## src/rtl/ariane_pkg.sv

```systemverilog
// rtl/ariane_pkg.sv - shared types for the shared functional-unit arbiter
package ariane_pkg;

   typedef enum logic [1:0] {
      IDLE  = 2'd0,
      BUSY  = 2'd1,
      DRAIN = 2'd2
   } shared_fu_state_e;

endpackage

```

## src/rtl/shared_fu_rr_sel.sv

```systemverilog
// rtl/shared_fu_rr_sel.sv - one-hot winner selection; SHARED_FU_RR_ARB_EN selects round-robin, else fixed priority
module shared_fu_rr_sel #(
   parameter int unsigned NR_REQ = 2,
   parameter int unsigned IDX_W  = (NR_REQ > 1) ? $clog2(NR_REQ) : 1
) (
   input  logic [NR_REQ-1:0] valid_i,
`ifdef SHARED_FU_RR_ARB_EN
   input  logic [IDX_W-1:0]  ptr_i,
`endif
   output logic [NR_REQ-1:0] gnt_o,
   output logic [IDX_W-1:0]  idx_o,
   output logic              any_o
);

   logic             lo_found;
   logic [IDX_W-1:0] lo_idx;
`ifdef SHARED_FU_RR_ARB_EN
   logic             hi_found;
   logic [IDX_W-1:0] hi_idx;
`endif

   // Descending scan: the last hit is the lowest index; hi_* restricts to ports at/after the pointer.
   always_comb begin
      lo_found = 1'b0;
      lo_idx   = '0;
`ifdef SHARED_FU_RR_ARB_EN
      hi_found = 1'b0;
      hi_idx   = '0;
`endif
      for (int i = NR_REQ - 1; i >= 0; i--) begin
         if (valid_i[i]) begin
            lo_found = 1'b1;
            lo_idx   = IDX_W'(i);
`ifdef SHARED_FU_RR_ARB_EN
            if (IDX_W'(i) >= ptr_i) begin
               hi_found = 1'b1;
               hi_idx   = IDX_W'(i);
            end
`endif
         end
      end
   end

`ifdef SHARED_FU_RR_ARB_EN
   assign idx_o = hi_found ? hi_idx : lo_idx;
`else
   assign idx_o = lo_idx;
`endif
   assign any_o = lo_found;

   always_comb begin
      gnt_o = '0;
      if (any_o) gnt_o[idx_o] = 1'b1;
   end

endmodule

```

## src/rtl/shared_fu_arbiter.sv

```systemverilog
// rtl/shared_fu_arbiter.sv - arbitrates issue ports onto one shared unit, single op in flight
// Build option SHARED_FU_RR_ARB_EN: round-robin arbitration instead of fixed priority.
module shared_fu_arbiter
   import ariane_pkg::*;
#(
   parameter int unsigned NR_REQ        = 2,
   parameter int unsigned TRANS_ID_BITS = 3,
   parameter int unsigned DATA_W        = 64
) (
   input  logic                                  clk_i,
   input  logic                                  rst_i,
   input  logic                                  flush_i,
   input  logic [NR_REQ-1:0]                     req_valid_i,
   output logic [NR_REQ-1:0]                     req_ready_o,
   input  logic [NR_REQ-1:0][TRANS_ID_BITS-1:0]  req_trans_id_i,
   input  logic [NR_REQ-1:0][DATA_W-1:0]         req_data_i,
   output logic                                  fu_valid_o,
   input  logic                                  fu_ready_i,
   output logic [DATA_W-1:0]                     fu_data_o,
   input  logic                                  fu_done_i,
   input  logic [DATA_W-1:0]                     fu_result_i,
   output logic                                  wb_valid_o,
   output logic [TRANS_ID_BITS-1:0]              wb_trans_id_o,
   output logic [DATA_W-1:0]                     wb_data_o,
   output logic                                  busy_o
);

   localparam int unsigned IDX_W = (NR_REQ > 1) ? $clog2(NR_REQ) : 1;

   shared_fu_state_e          state_q;
   logic [TRANS_ID_BITS-1:0]  tid_q;
   logic                      wb_valid_q;
   logic [TRANS_ID_BITS-1:0]  wb_tid_q;
   logic [DATA_W-1:0]         wb_data_q;

   logic                      allow;
   logic                      any_valid;
   logic                      hs;
   logic [NR_REQ-1:0]         sel_gnt;
   logic [IDX_W-1:0]          sel_idx;

`ifdef SHARED_FU_RR_ARB_EN
   logic [IDX_W-1:0]          ptr_q;
   logic [IDX_W-1:0]          ptr_d;

   assign ptr_d = (sel_idx == IDX_W'(NR_REQ - 1)) ? '0 : sel_idx + 1'b1;

   always_ff @(posedge clk_i or posedge rst_i) begin
      if (rst_i)   ptr_q <= '0;
      else if (hs) ptr_q <= ptr_d;
   end
`endif

   shared_fu_rr_sel #(
      .NR_REQ (NR_REQ),
      .IDX_W  (IDX_W)
   ) u_sel (
      .valid_i (req_valid_i),
`ifdef SHARED_FU_RR_ARB_EN
      .ptr_i   (ptr_q),
`endif
      .gnt_o   (sel_gnt),
      .idx_o   (sel_idx),
      .any_o   (any_valid)
   );

   // Grant path is combinational so the operand reaches the unit in the handshake cycle.
   assign allow       = !rst_i && (state_q == IDLE) && fu_ready_i && !flush_i;
   assign req_ready_o = allow ? sel_gnt : '0;
   assign hs          = allow && any_valid;
   assign fu_valid_o  = hs;
   assign fu_data_o   = hs ? req_data_i[sel_idx] : '0;

   assign busy_o        = (state_q != IDLE);
   assign wb_valid_o    = wb_valid_q;
   assign wb_trans_id_o = wb_tid_q;
   assign wb_data_o     = wb_data_q;

   always_ff @(posedge clk_i or posedge rst_i) begin
      if (rst_i) begin
         state_q    <= IDLE;
         tid_q      <= '0;
         wb_valid_q <= 1'b0;
         wb_tid_q   <= '0;
         wb_data_q  <= '0;
      end else begin
         wb_valid_q <= 1'b0;
         case (state_q)
            IDLE: begin
               if (hs) begin
                  state_q <= BUSY;
                  tid_q   <= req_trans_id_i[sel_idx];
               end
            end
            BUSY: begin
               // A flush coinciding with completion drops the result outright.
               if (fu_done_i) begin
                  state_q <= IDLE;
                  if (!flush_i) begin
                     wb_valid_q <= 1'b1;
                     wb_tid_q   <= tid_q;
                     wb_data_q  <= fu_result_i;
                  end
               end else if (flush_i) begin
                  state_q <= DRAIN;
               end
            end
            DRAIN: begin
               if (fu_done_i) state_q <= IDLE;
            end
            default: state_q <= IDLE;
         endcase
      end
   end

endmodule

```

## config.mk

```make
export PLATFORM = sky130hd
export DESIGN_NAME = shared_fu_arbiter
export DESIGN_NICKNAME = d
export VERILOG_FILES = /design/src/rtl/ariane_pkg.sv /design/src/rtl/shared_fu_rr_sel.sv /design/src/rtl/shared_fu_arbiter.sv
export SDC_FILE = /design/constraint.sdc
export NUM_CORES = 1
export LEC_CHECK = 0
export BUFFER_PORTS_ARGS = -buffer_cell sky130_fd_sc_hd__buf_2
export CORE_AREA = 3 3 131 133
export CTS_CLUSTER_DIAMETER = 60
export CTS_CLUSTER_SIZE = 25
export DETAILED_ROUTE_END_ITERATION = 16
export DIE_AREA = 0 0 134 136
export GPL_ROUTABILITY_DRIVEN = 0
export PLACE_DENSITY = 0.57
export SLEW_MARGIN = 20
export SYNTH_ARGS = -nofsm -noshare
export SYNTH_HDL_FRONTEND = slang
export SYNTH_SLANG_ARGS = --single-unit
```

## constraint.sdc

```tcl
create_clock -name clk_i -period 3.91 [get_ports clk_i]
set_input_delay 0 -clock clk_i [delete_from_list [all_inputs] [get_ports clk_i]]
set_output_delay 0 -clock clk_i [all_outputs]
set_load 0.01 [all_outputs]
```

# After elaboration in Yosys (flattened, before gate mapping)
# Cells that the tools add are included.
# word_totals
register_bits	73
output_inout_bits	136
latch_bits	0
word_cells	45
in_bits	205
romBits	0
n_memories	0
ram_bits	0
# op_classes
addsub	0
n_reduce_logical	12
n_bitwise	1
shifts	0
n_lt_le_gt_ge	2
eq_ne	5
n_mux	20
multipliers	0
div	0
# ops
op	n
64-bit 2-to-1 mux	3
2-bit 2-to-1 mux	6
1-bit 2-to-1 mux	7
3-bit 2-to-1 mux	2
2-bit one-hot mux with 3 select lines	1
3-bit AND reduction	2
1-bit logical AND	5
2-bit inequality test, second input constant	2
3-bit inequality test, second input constant	1
2-bit by 1-bit equality test with 1-bit output, second input constant	1
2-bit equality test, second input constant	1
1-bit logical NOT	2
2-bit logical NOT	1
1-bit by 2-bit less-than comparator with 1-bit output, second input constant	1
2-bit AND reduction	1
2-bit nonzero test	1
1-bit demux with 1-bit select	1
1-bit greater-or-equal comparator, second input constant	1
1-bit NOT	1

# Longest topological paths before layout
# Gate-level depths: netlist of the first run.
# logic_depth
depth_word	8
ltp_mapped	7
ltp_nobuf	3

# By module
# A second synthesis of the first run with hierarchy kept.
# hier_totals
hier_cells	320
hier_area_um2	3851.2
# modules_own_cells
mod	seq_area_each_um2	instances	area_per_inst_um2	cells_each
shared_fu_arbiter	1826.8	1	3827.4	316
shared_fu_rr_sel	0.0	1	23.8	4

# Worst setup path before layout of the first run
# OpenSTA, ideal clock, no wires.
# synth_timing
path_type	register to register
startpoint	reg state_q[1]
endpoint	reg wb_data_q[10] (netlist: wb_data_o[10])
path_stages_with_launch	7
period_less_slack_ns	1.533
path_buffers	3
setup_ns	0.125
setup_slack_ns	2.377
required_ns	3.785
t_arrival_ns	1.408
path_cell_list	dfrtp_1 > nor2_4 > and3_4 > buf_6 > buf_6 > buf_12 > mux2_4
# synth_via
elab_chain_len	2
# synth_lines
element	line_no	source
start, declared	shared_fu_arbiter.sv:30	shared_fu_state_e state_q;
start signal, assigned	shared_fu_arbiter.sv:81	state_q <= IDLE;
start signal, assigned	shared_fu_arbiter.sv:91	state_q <= BUSY;
start signal, assigned	shared_fu_arbiter.sv:98	state_q <= IDLE;
2-bit by 1-bit equality test with 1-bit output	shared_fu_arbiter.sv:88	case (state_q)
3-bit AND reduction (no source line)	--	
end signal, assigned	shared_fu_arbiter.sv:102	wb_data_q <= fu_result_i;
end, declared	shared_fu_arbiter.sv:34	logic [DATA_W-1:0] wb_data_q;
# Every way passes these cells.
# A chain may end at the register's enable or synchronous reset.

# Worst setup path in the final report of the first run
# layout_timing
startpoint	reg state_q[1]
endpoint	reg wb_data_q[38] (netlist: wb_data_o[38])
# Same word-level chain as after synthesis.

==> summary.md, run 1 <==
| Metric | Value |
|---|---|
| Drt via density | `4.397` |
| End of the worst hold path | `state_q[0]$_DFFE_PP0P_` |
| Ys async rst share | `100.0%` |
| Routed len/inst | `about 16 um` |
| CTS tree | `built` |
| Post-Synth Simple-Gate Area | `8.997%` |
| Area leader, netlist | `dfrtp_1` |
| Post-synth net total | `~530` |
| Placement row count | `46` |
| DRT Wirelength | `roughly 15 mm` |
| Worst EP arrival | `about 2.3 ns` |
| Pin count of the biggest net entering global routing | `71` |
| PostCTS Resize Cnt | `0` |
| Antenna-violating nets left | `0` |
| Die height | `136 um` |
| Gate Count Post-Synth | `324` |
| Critical Path Fanout Max | `68` |
| P per Cell Area | `~420 nW/um^2` |
| Top_reg_cell synth | `dfrtp_1` |
| YS warnings | `0` |
| Clock Path Buffers | `2` |
| Yosys top cell area share | `between 40% and 50%` |
| CORE AREA | `15940 um^2` |
| Unique masters post-synth | `26` |
| CTS Sinks | `73` |
| Reg2Reg Depth | `3` |
| GRT Total Usage | `15.46%` |
| Synth Area in XOR/XNOR | `0%` |
| Die area | `around 18000 um^2` |
| Lkg Pwr | `3.453 nW` |
| Port bufs | `340` |
| Post-synthesis compound-gate area fraction | `14.48%` |
| Top post-synthesis cells by area | `dfrtp_1 (49%), mux2_2 (15%), a22oi_1 (13%)` |
| Die span in x | `134 um` |
| Total grt overflow | `0` |
| Ports | `341` |
| Worst EP required | `4.12 ns` |
| Synthesized area per cell | `11.55 um^2` |
| Vias in the first global route | `4156` |
| Fraction of the mapped netlist area in adder cells | `0%` |
| DRT iter0 DRCs | `115` |
| Post-synth EDFFs | `0` |
| Initial antenna violation count | `2` |
| Worst setup EP type | `flop` |
| Mux share of post-synthesis cell area | `22.37%` |
| First-pass GRT wire length | `between 20 and 25 mm` |
| Min Tclk post-route | `2.114 ns` |
| Hold Startpoint | `flush_i` |
| Power, Total | `roughly 2.8 mW` |
| Worst min-delay path category | `in -> reg` |
| Final Hold Vio Count | `0` |
| R2r startpoint | `state_q[1]$_DFFE_PP0P_` |
| Outcome | `finished clean` |
| Max Freq | `473.0 MHz` |
| Post-Synthesis Cell Area | `around 3700 um^2` |
| Fin. max-slew vios | `0` |
| Final nets | `between 900 and 1000` |
| Max IR drop VDD | `0.0001778 V` |
| Htree depth | `3` |
| Sequential fraction of the synthesis area | `between 40% and 50%` |
| CTS root buf | `clkbuf_16` |
| Final worst-path cycle share | `54.07%` |
| DRC Markers | `0` |
| Clk Latency, worst-skew pair | `0.33 ns` |
| Critical path class | `reg -> reg` |
| Hpwl dp | `11.09 mm` |
| Yosys reg bits | `73` |
| Setup TNS | `0 ns` |
| Layout area overhead | `75.28%` |
| Layout cells sized above 1 | `around 60%` |
| Initial core utilization | `23.47%` |
| Total CTS buffers | `9` |
| Worst Tran Pin Value | `around 1.0 ns` |
| Max-cap violations | `0` |
| Clk_skew | `approximately 0.0033 ns` |
| Router iterations before antenna repair | `7` |
| Slew margin rel. | `31.52%` |
| Critical path launch point type | `flop` |
| Layout fillers | `1566` |
| Reg2Reg Setup Slack | `1.80 ns` |
| RSZ-0062 raised after global routing | `false` |
| Via Count | `just over 4000` |
| Reg2reg end | `wb_data_o[38]$_DFFE_PP0P_` |
| # setup viols final | `0` |
| Reg clk slew, reported paths | `0.06 ns` |
| Hold Path Stages | `4` |
| Largest family of logic cells by synthesized area | `multiplexers` |
==> stage by stage <==
step,hold WS (ns),cells,utilization (%),worst slack [ns],area (um^2)
after floorplan,0.06551,324,-,2.057,3741
after global placement,0.1941,852,34.84,1.801,5554
after detailed placement,0.2016,852,34.87,1.783,5559
after CTS,0.01197,938,41.12,1.766,6555
after global routing,0.03462,939,41.13,1.585,6558
final,0.02667,939,41.13,1.796,6558
==> Yosys cell counts, types with 2 or more instances <==
master / n
dfrtp_1: 73
o2bb2ai_1: 2
a22oi_1: 66
buf_4: 4
inv_1: 2
buf_12: 2
buf_2: 10
buf_6: 2
mux2_2: 49
clkbuf_1: 13
nor2_1: 65
nand2_1: 3
mux2_4: 19
and3_1: 2
==> cell families after synthesis <==
group,after synthesis
compound gates,72
buf+inv,33
flops,73
mux,68
simple gates,78
==> state kept, by name, summed over array words and instances, names as in the netlist <==
signal         flops
state_q            2
wb_valid_o         1
tid_q              3
wb_data_o         64
wb_trans_id_o      3
==> cell type report <==
cell class,instances,area [um^2],share of cell area [%]
clock buffers,9,225.2,3.434
repair buffers,413,2425,36.98
multi-input cells,218,1730,26.39
diodes,1,2.502,0.03816
well taps,216,270.3,4.121
inverters,2,7.507,0.1145
clock inverters,7,70.07,1.068
flip-flops and latches,73,1827,27.86
==> worst max-delay path, stage by stage (launching register included) <==
cell	delay, ns
dfrtp_1	0.41
nor2_4	0.21
and3_4	0.86
mux2_2	0.43
==> how the worst max path moves through the flow <==
stage | startpoint | end | slack (ns) | cells past startpoint
2_1_floorplan | rst_i | state_q[0]$_DFFE_PP0P_ | 2.06 | 1
3_3_place_gp | state_q[0]$_DFFE_PP0P_ | fu_data_o[8] | 1.80 | 4
3_5_place_dp | state_q[1]$_DFFE_PP0P_ | wb_data_o[29]$_DFFE_PP0P_ | 1.78 | 3
4_1_cts | state_q[0]$_DFFE_PP0P_ | fu_data_o[8] | 1.77 | 4
5_1_grt | state_q[0]$_DFFE_PP0P_ | fu_data_o[8] | 1.59 | 4
6_report | state_q[1]$_DFFE_PP0P_ | wb_data_o[38]$_DFFE_PP0P_ | 1.80 | 3
==> cell usage in the layout, fill, tap and decap left out, types with 3 or more instances in the layout <==
cell type      Yosys  layout
buf_4              4       3
clkinv_2           0       3
a22oi_1           66      66
mux2_2            49      49
dfrtp_1           73      73
mux2_4            19      19
dlygate4sd3_1      0      70
nor2_1            65      65
buf_2             10     340
clkbuf_16          0       9
==> routing by layer <==
metal / GRT usage (%) / share of wire (%)
met1: 16.93 / 37
met2: 28.10 / 52
met3: 4.515 / 8.0
met4: 6.114 / 2.4
met5: 0 / 0.086
==> report_power, final <==
part	switching, mW	internal [mW]	leakage [nW]
Sequential	0.108	0.973	0.908
Combinational	0.393	0.496	2.40
Clock	0.311	0.493	0.146
==> repair_timing <==
item | in CTS | in global routing
hold buffers | 70 | 0
buffers inserted | 0 | 0
hold endpoints to repair | 102 | 0
Power figures use the tool's default switching activity.
==> run 2: changes to the inputs <==
--- a/config.mk
+++ b/config.mk
@@ -6,13 +6,13 @@
 export NUM_CORES = 1
 export LEC_CHECK = 0
 export BUFFER_PORTS_ARGS = -buffer_cell sky130_fd_sc_hd__buf_2
-export CORE_AREA = 3 3 131 133
+export CORE_AREA = 3 3 130 132
 export CTS_CLUSTER_DIAMETER = 60
 export CTS_CLUSTER_SIZE = 25
 export DETAILED_ROUTE_END_ITERATION = 16
-export DIE_AREA = 0 0 134 136
+export DIE_AREA = 0 0 133 135
 export GPL_ROUTABILITY_DRIVEN = 0
-export PLACE_DENSITY = 0.57
+export PLACE_DENSITY = 0.58
 export SLEW_MARGIN = 20
 export SYNTH_ARGS = -nofsm -noshare
 export SYNTH_HDL_FRONTEND = slang
==> constraint.sdc (replaced) <==
create_clock -name clk_i -period 2.1 [get_ports clk_i]
set_input_delay 0 -clock clk_i [delete_from_list [all_inputs] [get_ports clk_i]]
set_output_delay 0 -clock clk_i [all_outputs]
set_load 0.01 [all_outputs]
==> run 2 against run 1 <==
Worst hold slack got worse by 0.023 ns. Global-route usage rose by 1.2 points. First-iteration DRC count is 22% lower. Clock skew grew 0.0032 ns. Critical endpoint is now fu_data_o[4]. Utilization rose by 1.3 points.
==> summary.md, run 2 (synthesis gave the netlist of run 1 again) <==
| Metric | Value |
|---|---|
| Multi-input logic area | `1732 um^2 (was 1730 um^2)` |
| Ports | `341 (unchanged)` |
| # setup viols final | `0 (unchanged)` |
| DRT iter0 DRCs | `90 (was 115)` |
| Total grt overflow | `0 (unchanged)` |
| Initial core utilization | `23.64% (was 23.47%)` |
| Critical path launch point type | `flop (unchanged)` |
| CTS Sinks | `73 (unchanged)` |
| Antenna-violating nets left | `0 (unchanged)` |
| Final worst-path cycle share | `between 90% and 100%` |
| CTS tree | `built (unchanged)` |
| Critical path class | `reg -> out (was reg -> reg)` |
| Clock Path Buffers | `2 (unchanged)` |
| DRC Markers | `0 (unchanged)` |
| Seq. cell area | `1827 um^2 (unchanged)` |
| Port bufs | `340 (unchanged)` |
| Setup TNS | `0 ns (unchanged)` |
| Worst min-delay path category | `in -> reg (unchanged)` |
| CP cell instances | `nor3b_4, nand2_2, buf_12, nor2_1, buf_2 (was nor2_4, and3_4, mux2_2)` |
| Fin. max-slew vios | `0 (unchanged)` |
| Die area | `17960 um^2 (was 18220 um^2)` |
| Max IR drop VDD | `0.0003954 V (was 0.0001778 V)` |
| Worst Tran Pin Value | `0.5161 ns (was 1.027 ns)` |
| Cell at the slowest stage of the critical path | `dfrtp_1 (was and3_4)` |
| Htree depth | `3 (unchanged)` |
| Outcome | `finished clean (unchanged)` |
| Worst EP arrival | `1.93 ns (was 2.32 ns)` |
| Flop pwr share | `37.1% (was 39.0%)` |
| Initial antenna violation count | `2 (unchanged)` |
| CP Buf/Inv Count | `2 (was 0)` |
| Layout fillers | `1514 (was 1566)` |
| Placement row count | `46 (unchanged)` |
| Layout area overhead | `79.63% (was 75.28%)` |
| Layout cells sized above 1 | `60.39% (was 60.11%)` |
| Reg2Reg Setup Slack | `0.33 ns (was 1.80 ns)` |
| Critical Path Fanout Max | `56 (was 68)` |
| Drt via density | `4.470 (was 4.397)` |
| Total CTS buffers | `9 (unchanged)` |
| Final Hold Vio Count | `0 (unchanged)` |
| Lkg Pwr | `3.515 nW (was 3.453 nW)` |
| Vias in the first global route | `4246 (was 4156)` |
| Pin count of the biggest net entering global routing | `74 (was 71)` |
| GRT Total Usage | `16.64% (was 15.46%)` |
| Reg clk slew, reported paths | `0.06 ns (about the same)` |
| P_sw | `1.537 mW (was 0.8125 mW)` |
| Commonest cells after routing, fill and taps aside | `buf_2 (340), dfrtp_1 (73), dlygate4sd3_1 (69) (was buf_2 (340), dfrtp_1 (73), dlygate4sd3_1 (70))` |
| CORE AREA | `15830 um^2 (was 15940 um^2)` |
| Clk_skew | `0.006501 ns (was 0.003314 ns)` |
| Worst EP required | `2.10 ns (was 4.12 ns)` |
| CP peak stage delay | `0.44 ns (was 0.86 ns)` |
| Router iterations before antenna repair | `4 (was 7)` |
| CTS root buf | `clkbuf_16 (unchanged)` |
| DRT Wirelength | `15.72 mm (was 15.18 mm)` |
| Min Tclk post-route | `1.933 ns` |
| Clock network fraction of design power | `32.0% (was 29.0%)` |
| Most common cell after layout, fill and taps aside | `buf_2 (unchanged)` |
| Combinational share of power | `30.8% (was 32.0%)` |
| Die height | `135 um (was 136 um)` |
| Routed len/inst | `16.63 um (was 16.16 um)` |
| Worst setup EP type | `output port (was flop)` |
| Via Count | `4224 (was 4129)` |
| Max-cap violations | `0 (unchanged)` |
| Clk Latency, worst-skew pair | `0.32 ns (was 0.33 ns)` |
| Delay-heaviest family, CP | `simple AND/OR/NAND/NOR gates (unchanged)` |
| Max Freq | `517.3 MHz` |
| Slew margin rel. | `65.59% (was 31.52%)` |
| First-pass GRT wire length | `23.72 mm (was 22.09 mm)` |
| RSZ-0062 raised after global routing | `false (unchanged)` |
| Hold slack | `0.003786 ns (was 0.02667 ns)` |
| P per Cell Area | `811.5 nW/um^2 (was 423.2 nW/um^2)` |
| P_int | `3.917 mW (was 1.963 mW)` |
| Crit. Startpoint | `state_q[0]$_DFFE_PP0P_ (was state_q[1]$_DFFE_PP0P_)` |
| Max reg flops | `64 (unchanged)` |
| Switch share | `28.18% (was 29.28%)` |
| Hpwl dp | `11.61 mm (was 11.09 mm)` |
| Hold Startpoint | `req_trans_id_i[4] (was flush_i)` |
| Final nets | `927 (was 922)` |
| Die span in x | `133 um (was 134 um)` |
| R2r startpoint | `state_q[1]$_DFFE_PP0P_ (unchanged)` |
[run 2: routing by layer]
layer / vias up / GRT usage, % / wire length (um) / share of wire, %
met5: - / 0 / 0 / 0
met4: 0 / 5.831 / 245 / 1.6
met3: 13 / 4.769 / 1328 / 8.4
met2: 230 / 29.68 / 8252 / 53
met1: 2002 / 19.06 / 5891 / 37
li1: 1979 / - / - / -
[run 2: final cells by class]
class,instances,area share (%)
timing repair buffer,418,37.72
sequential,73,27.18
inverter,2,0.1117
multi-input combinational,218,25.77
antenna,2,0.07447
clock inverter,6,1.713
tap,216,4.022
clock buffer,10,3.407
[run 2: worst paths after layout]
| kind | end | depth (start not counted) |
|---|---|---|
| worst max register to register | wb_data_o[40]$_DFFE_PP0P_ | 4 |
| max in group asynchronous | wb_data_o[60]$_DFFE_PP0P_ | 4 |
| worst min-delay path | tid_q[1]$_DFFE_PP0P_ | 3 |
| worst min register to register | wb_data_o[30]$_DFFE_PP0P_ | 1 |
| min in group asynchronous | wb_data_o[51]$_DFFE_PP0P_ | 4 |
| worst max-delay path | fu_data_o[4] | 5 |
[run 2: tightest hold or removal path, cell delays in order]
cell	delay [ns]
buf_2	0.07
a22oi_1	0.06
o2bb2ai_1	0.15
[run 2: power by group through the flow]
stage                     sequential (mW)  combinational, mW  clock [mW]
after floorplan                      2.22              0.611           0
after global placement               2.03               1.55           0
after detailed placement             2.04               1.57           0
after CTS                            2.02               1.68        1.80
after global routing                 2.08               1.81        1.85
final                                2.03               1.68        1.75
[run 2: metrics by stage]
stage | instance area, um^2 | cells | power, mW | setup WS, ns | utilization, %
final | 6720 | 945 | 5.454 | 0.1670 | 42.46
after global routing | 6720 | 945 | 5.741 | 0.01468 | 42.46
after CTS | 6709 | 943 | 5.498 | 0.06374 | 42.39
after detailed placement | 5674 | 858 | 3.606 | 0.3474 | 35.85
after global placement | 5674 | 858 | 3.583 | 0.3989 | 35.85
after floorplan | 3741 | 324 | 2.830 | 0.2467 | -
[run 2: timing repair]
action	CTS	global route
endpoints found under the setup margin	0	56
buffers inserted	0	0
hold buffers	69	0
resized for setup	0	1
endpoints found under the hold margin	141	0
==> run 3: changes to the inputs <==
--- a/config.mk
+++ b/config.mk
@@ -6,13 +6,16 @@
 export NUM_CORES = 1
 export LEC_CHECK = 0
 export BUFFER_PORTS_ARGS = -buffer_cell sky130_fd_sc_hd__buf_2
-export CORE_AREA = 3 3 130 132
-export CTS_CLUSTER_DIAMETER = 60
+export CELL_PAD_IN_SITES_DETAIL_PLACEMENT = 0
+export CELL_PAD_IN_SITES_GLOBAL_PLACEMENT = 1
+export CORE_AREA = 3 3 132 134
+export CTS_CLUSTER_DIAMETER = 50
 export CTS_CLUSTER_SIZE = 25
 export DETAILED_ROUTE_END_ITERATION = 16
-export DIE_AREA = 0 0 133 135
+export DIE_AREA = 0 0 135 137
 export GPL_ROUTABILITY_DRIVEN = 0
-export PLACE_DENSITY = 0.58
+export HOLD_SLACK_MARGIN = 0.1
+export PLACE_DENSITY = 0.75
 export SLEW_MARGIN = 20
 export SYNTH_ARGS = -nofsm -noshare
 export SYNTH_HDL_FRONTEND = slang
==> run 3 against run 2 <==
Design area decreased by 0.17%. Utilization shrank 1.6 points. Die area increased by 3.0%. Maximum frequency grew 3.8%. Global-route usage down 0.63 points. Count of clock-buffer cells in the layout grew 1. Sequential share of layout area about the same. Non-clock buffer count up 6. First-iteration DRC count is 12% lower. Sequential power about the same. Via count down 0.59%. Sequential cell count stayed put. Critical path type unchanged.
==> summary.md, run 3 (synthesis gave the netlist of run 1 again) <==
| Metric | Value |
|---|---|
| Reg2Reg Depth | `4 (unchanged)` |
| Final Instance Count excl. Fillers | `953 (was 945)` |
| Port bufs | `340 (unchanged)` |
| Ports | `341 (unchanged)` |
| # setup viols final | `0 (unchanged)` |
| Placed Cells | `862 (was 858)` |
| Final worst-path cycle share | `88.65% (was 92.05%)` |
| Placement row count | `47 (was 46)` |
| Critical path class | `reg -> out (unchanged)` |
| Worst Tran Pin Value | `0.6527 ns (was 0.5161 ns)` |
| Reg2reg end | `tid_q[2]$_DFFE_PP0P_ (was wb_data_o[40]$_DFFE_PP0P_)` |
| Via Count | `4199 (was 4224)` |
| Reg2Reg Setup Slack | `0.34 ns (was 0.33 ns)` |
| Hold Startpoint | `req_valid_i[1] (was req_trans_id_i[4])` |
| CORE AREA | `16410 um^2 (was 15830 um^2)` |
| Most common cell after layout, fill and taps aside | `buf_2 (unchanged)` |
| Die span in x | `135 um (was 133 um)` |
| Initial core utilization | `22.80% (was 23.64%)` |
| Design area | `6709 um^2 (was 6720 um^2)` |
| Clk Latency, worst-skew pair | `0.33 ns (was 0.32 ns)` |
| Critical path launch point type | `flop (unchanged)` |
| Power, Total | `5.227 mW (was 5.454 mW)` |
| Layout cells sized above 1 | `59.89% (was 60.39%)` |
| Outcome | `finished clean (unchanged)` |
| Total CTS buffers | `9 (unchanged)` |
| Worst EP required | `2.10 ns (about the same)` |
| CTS tree | `built (unchanged)` |
| Final nets | `933 (was 927)` |
| Commonest cells after routing, fill and taps aside | `buf_2 (340), dlygate4sd3_1 (75), dfrtp_1 (73) (was buf_2 (340), dfrtp_1 (73), dlygate4sd3_1 (69))` |
| Die area | `18500 um^2 (was 17960 um^2)` |
| Antenna Cells | `0 (was 2)` |
| Min Tclk post-route | `1.862 ns (was 1.933 ns)` |
| First-pass GRT wire length | `22.96 mm (was 23.72 mm)` |
| Clock Path Buffers | `2 (unchanged)` |
| Layout area overhead | `79.33% (was 79.63%)` |
| Setup TNS | `0 ns (unchanged)` |
| DRC Markers | `0 (unchanged)` |
| Router iterations before antenna repair | `5 (was 4)` |
| DRT Wirelength | `15.95 mm (was 15.72 mm)` |
| Initial antenna violation count | `6 (was 2)` |
| Max IR drop VDD | `0.0003404 V (was 0.0003954 V)` |
| Routed len/inst | `16.73 um (was 16.63 um)` |
| Post-CTS setup buffers | `0 (unchanged)` |
| Reg clk slew, reported paths | `0.05 ns (was 0.06 ns)` |
| Htree depth | `3 (unchanged)` |
| P per Cell Area | `779.0 nW/um^2 (was 811.5 nW/um^2)` |
| Total grt overflow | `0 (unchanged)` |
| Worst min-delay path category | `in -> reg (unchanged)` |
| Pin count of the biggest net entering global routing | `67 (was 74)` |
| Worst EP arrival | `1.86 ns (was 1.93 ns)` |
| RSZ-0062 raised after global routing | `false (unchanged)` |
| Final Hold Vio Count | `0 (unchanged)` |
| Die height | `137 um (was 135 um)` |
| Hpwl dp | `12.03 mm (was 11.61 mm)` |
| Drt via density | `4.406 (was 4.470)` |
| Max-cap violations | `0 (unchanged)` |
| Max Freq | `537.1 MHz (was 517.3 MHz)` |
| Critical Path Fanout Max | `66 (was 56)` |
| Fin. max-slew vios | `0 (unchanged)` |
| Slew margin rel. | `56.49% (was 65.59%)` |
| Hold Path Stages | `3 (unchanged)` |
| CTS Sinks | `73 (unchanged)` |
| Max reg flops | `64 (unchanged)` |
| Vias in the first global route | `4175 (was 4246)` |
| GRT Total Usage | `16.01% (was 16.64%)` |
| Antenna-violating nets left | `0 (unchanged)` |
| End of the worst hold path | `tid_q[1]$_DFFE_PP0P_ (unchanged)` |
| Placed cell area | `5654 um^2 (was 5674 um^2)` |
| Worst setup EP type | `output port (unchanged)` |
| Lkg Pwr | `3.512 nW (was 3.515 nW)` |
| DRT iter0 DRCs | `79 (was 90)` |
| CTS root buf | `clkbuf_16 (unchanged)` |
| Clk_skew | `0.009655 ns (was 0.006501 ns)` |
| R2r startpoint | `state_q[0]$_DFFE_PP0P_ (was state_q[1]$_DFFE_PP0P_)` |
run 3: cell types whose count changed in the layout (fill, tap and decap cells not counted), moves of 2 or more:
cell           before  now
buf_12              6    4
buf_4               3    5
bufinv_16           3    1
clkinv_2            0    2
diode_2             2    0
dlygate4sd3_1      69   75
run 3: final cells by class:
cell class | instances | area [um^2]
Tap cell | 220 | 275.3
Clock inverter | 5 | 55.05
Fill cell | 1616 | 9698
Timing Repair Buffer | 424 | 2570
Inverter | 2 | 7.507
Multi-Input combinational cell | 218 | 1732
Sequential cell | 73 | 1827
Clock buffer | 11 | 242.7
run 3: worst max-delay path, stage by stage, from the launching register on:
cell and delay [ns]:
dfrtp_1 0.45, nor3b_4 0.33, nand2_2 0.07, buf_4 0.31, nor2_1 0.19, buf_2 0.15
run 3: metal layers:
metal | vias up | global-route usage, % | routed length, um
met3 | 21 | 5.846 | 1632
met1 | 1959 | 18.96 | 6327
li1 | 1985 | - | -
met5 | - | 0 | 33
met2 | 228 | 27.21 | 7684
met4 | 6 | 4.927 | 267
run 3: through the flow:
step	utilization (%)	hold WS, ns	setup WS, ns
5_1_grt	40.89	0.1585	0.03296
2_1_floorplan	-	0.06551	0.2467
3_3_place_gp	34.46	0.1376	0.4210
6_report	40.89	0.1554	0.2383
4_1_cts	40.85	0.1316	0.1481
3_5_place_dp	34.46	0.1306	0.3801
run 3: worst max-delay path by stage:
stage                           startpoint                        end  slack [ns]  cells after the start
floorplan                            rst_i     state_q[0]$_DFFE_PP0P_        0.25                      1
global placement    state_q[1]$_DFFE_PP0P_  wb_data_o[23]$_DFFE_PP0P_        0.42                      4
detailed placement  state_q[1]$_DFFE_PP0P_  wb_data_o[49]$_DFFE_PP0P_        0.38                      4
CTS                 state_q[0]$_DFFE_PP0P_              fu_data_o[53]        0.15                      5
global route        state_q[0]$_DFFE_PP0P_              fu_data_o[34]        0.03                      5
finish              state_q[0]$_DFFE_PP0P_              fu_data_o[14]        0.24                      5
run 3: report_power, final:
group	internal, mW	switching [mW]	total [mW]
sequential	1.81	0.222	2.04
combinational	0.941	0.734	1.68
clock	0.947	0.569	1.52
run 3: what timing repair did:
item,4_1_cts,5_1_grt
gates resized for setup,0,1
endpoints found under the hold margin,94,0
setup endpoints to repair,0,13
hold buffers,75,0
